--- config.mk ---
export PLATFORM = sky130hd
export DESIGN_NAME = codeword_serializer
export DESIGN_NICKNAME = d
export VERILOG_FILES = /design/src/rtl/codeword_serializer_pkg.sv /design/src/rtl/codeword_serializer.sv
export SDC_FILE = /design/constraint.sdc
export NUM_CORES = 1
export LEC_CHECK = 0
export ABC_AREA = 1
export CORE_UTILIZATION = 25
export CTS_BUF_LIST = sky130_fd_sc_hd__clkbuf_8
export DETAILED_ROUTE_END_ITERATION = 6
export SETUP_SLACK_MARGIN = 0.3
export SYNTH_ARGS = -nofsm -noshare
export SYNTH_HDL_FRONTEND = slang
export SYNTH_SLANG_ARGS = --single-unit
--- constraint.sdc ---
create_clock -name clk -period 1.7 [get_ports clk]
set_clock_uncertainty 0.2 [all_clocks]
set_input_delay 0.255 -clock clk [delete_from_list [all_inputs] [get_ports clk]]
set_output_delay 0.255 -clock clk [all_outputs]
set_load 0.02 [all_outputs]
--- src/rtl/codeword_serializer_pkg.sv ---
// Shared LDPC codeword parameters and the serializer FSM state type.
// Consumed by the encoder and serializer so both agree on N/K.
package codeword_serializer_pkg;

    localparam int CW_N = 11;  // codeword length
    localparam int CW_K = 6;   // info length, kept alongside N for the encoder

    typedef enum logic {
        ST_IDLE  = 1'b0,
        ST_SHIFT = 1'b1
    } state_e;

endpackage

--- src/rtl/codeword_serializer.sv ---
// Parallel-to-serial codeword serializer, MSB first, with one holding register
// so the next codeword can be handed over while the current one shifts out.
module codeword_serializer
    import codeword_serializer_pkg::*;
#(
    parameter int N = CW_N
) (
    input  logic         clk,
    input  logic         rst,
    input  logic         i_en,
    input  logic [N-1:0] codeword,
    input  logic         i_valid,
    output logic         o_ready,
    output logic         o_bit,
    output logic         o_bit_valid,
    input  logic         i_bit_ready,
    output logic         o_sof,
    output logic         o_eof
);

    localparam int               CNT_W = $clog2(N);
    localparam logic [CNT_W-1:0] LAST  = CNT_W'(N - 1);

    state_e           r_state, w_state_nxt;
    logic [N-1:0]     r_shift, w_shift_nxt;
    logic [N-1:0]     r_hold, w_hold_nxt;
    logic             r_hold_full, w_hold_full_nxt;
    logic [CNT_W-1:0] r_cnt, w_cnt_nxt;

    logic w_accept;
    logic w_xfer;
    logic w_last;

    assign o_ready     = i_en & ~r_hold_full;
    assign o_bit_valid = (r_state == ST_SHIFT);
    assign o_bit       = o_bit_valid & r_shift[N-1];
    assign o_sof       = o_bit_valid & (r_cnt == '0);
    assign o_eof       = o_bit_valid & w_last;

    // A disabled block must not consume a bit even if downstream is ready.
    assign w_accept = i_valid & o_ready;
    assign w_xfer   = i_en & o_bit_valid & i_bit_ready;
    assign w_last   = (r_cnt == LAST);

    always_comb begin
        // NOTE: every next-state signal defaults to its register first, so no path infers a latch.
        w_state_nxt     = r_state;
        w_shift_nxt     = r_shift;
        w_hold_nxt      = r_hold;
        w_hold_full_nxt = r_hold_full;
        w_cnt_nxt       = r_cnt;

        case (r_state)
            ST_IDLE: begin
                if (w_accept) begin
                    w_shift_nxt = codeword;
                    w_cnt_nxt   = '0;
                    w_state_nxt = ST_SHIFT;
                end
            end
            ST_SHIFT: begin
                if (w_xfer && w_last) begin
                    // o_ready is low while the hold is full, so accept cannot coincide with a held frame.
                    if (r_hold_full) begin
                        w_shift_nxt     = r_hold;
                        w_hold_full_nxt = 1'b0;
                        w_cnt_nxt       = '0;
                    end else if (w_accept) begin
                        w_shift_nxt = codeword;
                        w_cnt_nxt   = '0;
                    end else begin
                        w_state_nxt = ST_IDLE;
                    end
                end else begin
                    if (w_xfer) begin
                        w_shift_nxt = {r_shift[N-2:0], 1'b0};
                        w_cnt_nxt   = r_cnt + 1'b1;
                    end
                    if (w_accept) begin
                        w_hold_nxt      = codeword;
                        w_hold_full_nxt = 1'b1;
                    end
                end
            end
            default: w_state_nxt = ST_IDLE;
        endcase
    end

    // NOTE: state registers use non-blocking assignments so all of them update from pre-edge values.
    always_ff @(posedge clk or posedge rst) begin
        if (rst) begin
            r_state     <= ST_IDLE;
            r_shift     <= '0;
            r_hold      <= '0;
            r_hold_full <= 1'b0;
            r_cnt       <= '0;
        end else begin
            r_state     <= w_state_nxt;
            r_shift     <= w_shift_nxt;
            r_hold      <= w_hold_nxt;
            r_hold_full <= w_hold_full_nxt;
            r_cnt       <= w_cnt_nxt;
        end
    end

endmodule

==> summary.txt <==
RSZ-0062 raised after global routing - yes
Hold WC Path Type - in2async
Finished Core Util - 0.4194
Synth top area share - 0.4167
All-Layer GR Usage - 0.1343
Hpwl dp - 2.960 mm
Synth Net Count - 258
Synthesized area - 0.001682 mm²
P&R area growth vs syn - 60.19%
Switch share - 0.3925
Critical path class - reg2reg
CTS tree - yes
Yosys warnings - 0
Yosys cell types - 19
Routed Antenna Nets - 0
Power share of the combinational group - 0.517
VDD IR max - 497.8 µV
DR DRC count - 0
Antenna violations before repair - 0
Final-report hold violation count - 0
Fmax - 0.5796 GHz
Layout net count - 309
Num rows - 29
Register area share after synthesis - 0.4167
Largest net degree at the start of global routing - 29
Initial drt markers - 96
Internal - 2.189 mW
Maxcap violations - 0
CP required - 1.69 ns
Switching pwr - 1.414 mW
Final period util - 1.015
Setup ws final - -0.02528 ns
Element type at the critical path start - flip-flop
Die Ht - 84.02 µm
PwrDens - 1338 mW/mm²
Ranking of synthesized cells by area - dfrtp_1 42%, nand2_1 13%, nand3_1 11%
I/O Buffers - 20
Ys async rst share - 1.000
Latest clock arrival within the worst-skew pair - 0.29 ns
Worst slew pin tran - 0.3828 ns
Clock Tree Buf Depth - 2
LEAKAGE - 1.375 nW
Seq pwr share - 0.329
Clock Sinks - 28
Min cycle time layout - 1.725 ns
Synth top cells by count - 56 x nand2_1, 38 x nand3_1, 32 x inv_1
Initial Utilization - 0.2618
Clk root buf - clkbuf_8
Fill cells - 635
WL/cell - 12.96 µm
Vias in the first global route - 1,720
Post-synth EDFFs - 0
Setup_tns - -0.1158 ns
Layout cells sized above 1 - 0.4256
Worst rel slew slack - 0.7448
Final setup viols - 6
Failing checks - setup timing
Clock-pin slew on the worst setup and hold paths - 0.11 ns
Post-DR vias/cell - 4.822
Post-Synthesis Cells - 239
DIE WIDTH - 84.02 µm
#FFs+latches synth - 28
Arrival time of the worst setup path - 1.71 ns
Total CTS buffers - 3
H-Tree Depth - 1
Average instance area after synthesis - 7.036 µm²
Drt total wl - 4.742 mm
DR pass1 iterations - 5
IO Pins - 21
RD Place Congestion - 0.8533
Synth Flop Type - dfrtp_1
First-pass GRT wire length - 7.714 mm
Die Area - 0.007059 mm²
Post-synth top area cell - dfrtp_1
Via Count - 1,765
Critical Path End Type - flip-flop
Status - finished with violations
Max Slew Vio Count - 0
Clock share of power - 0.153
Sequential standard cell area - 701.9 µm²
Grt total ovfl - 0
Core area - 0.006422 mm²
Most common cell in the netlist - nand2_1
Max FO, Critical Path - 10
Antenna cells - 0
Area of the multi-input gates - 0.001097 mm²
-- logic make-up after synthesis --
group                    synth area share
AO/OA/AOI/OAI                     0.07887
AND/OR/NAND/NOR                    0.3690
buffers and inverters              0.1131
adder cells (fa/ha/maj)           0.02232
flip-flops                         0.4167
-- flip-flops by register name, summed over array words and instances, names as in the netlist --
register and cells:
r_cnt 4, r_shift 11, r_hold 11, r_hold_full 1
o_bit_valid 1
-- cell type report --
type,count,area share
repair buffers,59,0.2225
inverters,34,0.04738
clock buffers,3,0.01533
clock inverters,1,0.01115
multi-input cells,164,0.4073
well taps,77,0.03576
flip-flops and latches,28,0.2606
-- layer usage --
metal	wire length (µm)	share of wire	GRT usage
met2	2492	0.53	0.2444
met4	120	0.025	0.05172
met1	1990	0.42	0.1664
met5	0	0	0
met3	138	0.029	0.005935
-- through the flow --
stage	setup slack, ns	std cells	total power, mW	instance area (µm²)	hold slack (ns)
after detailed placement	-0.2424	350	2.605	2176	0.2687
after floorplan	0.1218	239	2.068	1723	0.1203
after CTS	-0.02401	355	3.399	2452	0.1468
after global routing	-0.09192	366	3.861	2694	0.1883
after global placement	-0.2340	350	2.579	2176	0.2610
final	-0.02528	366	3.603	2694	0.1315
-- power groups by stage --
stage	logic, mW	registers, mW	clock network, mW
after CTS	1.67	1.17	0.554
final	1.86	1.19	0.553
after floorplan	0.955	1.11	0
after global placement	1.45	1.13	0
after global routing	2.05	1.23	0.583
after detailed placement	1.46	1.14	0
-- critical path, stage by stage (launching register included) --
cell and delay (ns):
dfrtp_1 0.43, ha_4 0.18, buf_6 0.11, nand2_4 0.06
nor2_4 0.04, nand2_4 0.14, nand3_4 0.15, clkbuf_16 0.21
nand2_4 0.05, o21ai_2 0.05
-- cell usage in the layout (no fill, tap or decap), drive strengths merged --
master         count
nor3               1
nand3             40
or2                9
inv               34
clkdlybuf4s50     13
o21ai             15
nand4             10
clkbuf             5
dfrtp             28
nand2             58
o211ai             1
a21oi             10
ha                 3
bufinv             1
buf               42
dlygate4sd2        1
dlymetal6s2s       1
nor2              17
-- final timing paths --
check,startpoint,to,slack (ns),cells past startpoint
worst max-delay path,r_cnt[1]$_DFFE_PP0P_,r_hold[0]$_DFFE_PP0P_,-0.03,9
worst min-delay path,rst,r_shift[9]$_DFFE_PP0P_,0.13,3
worst max register to register,r_cnt[1]$_DFFE_PP0P_,r_hold[0]$_DFFE_PP0P_,-0.03,9
worst min register to register,r_hold[3]$_DFFE_PP0P_,r_hold[3]$_DFFE_PP0P_,0.29,2
max in group asynchronous,rst,o_bit_valid$_DFF_PP0_,0.87,3
min in group clk,r_hold[3]$_DFFE_PP0P_,r_hold[3]$_DFFE_PP0P_,0.29,2
-- repair_timing --
| item | 4_1_cts | 5_1_grt |
|---|---|---|
| resized for setup | 89 | 34 |
| endpoints found under the hold margin | 0 | 0 |
| setup buffers | 1 | 9 |
| hold buffers | 0 | 0 |
| setup endpoints to repair | 33 | 33 |
| cloned | 0 | 2 |
| pin swaps | 10 | 9 |
(Power assumes the default switching activity.)
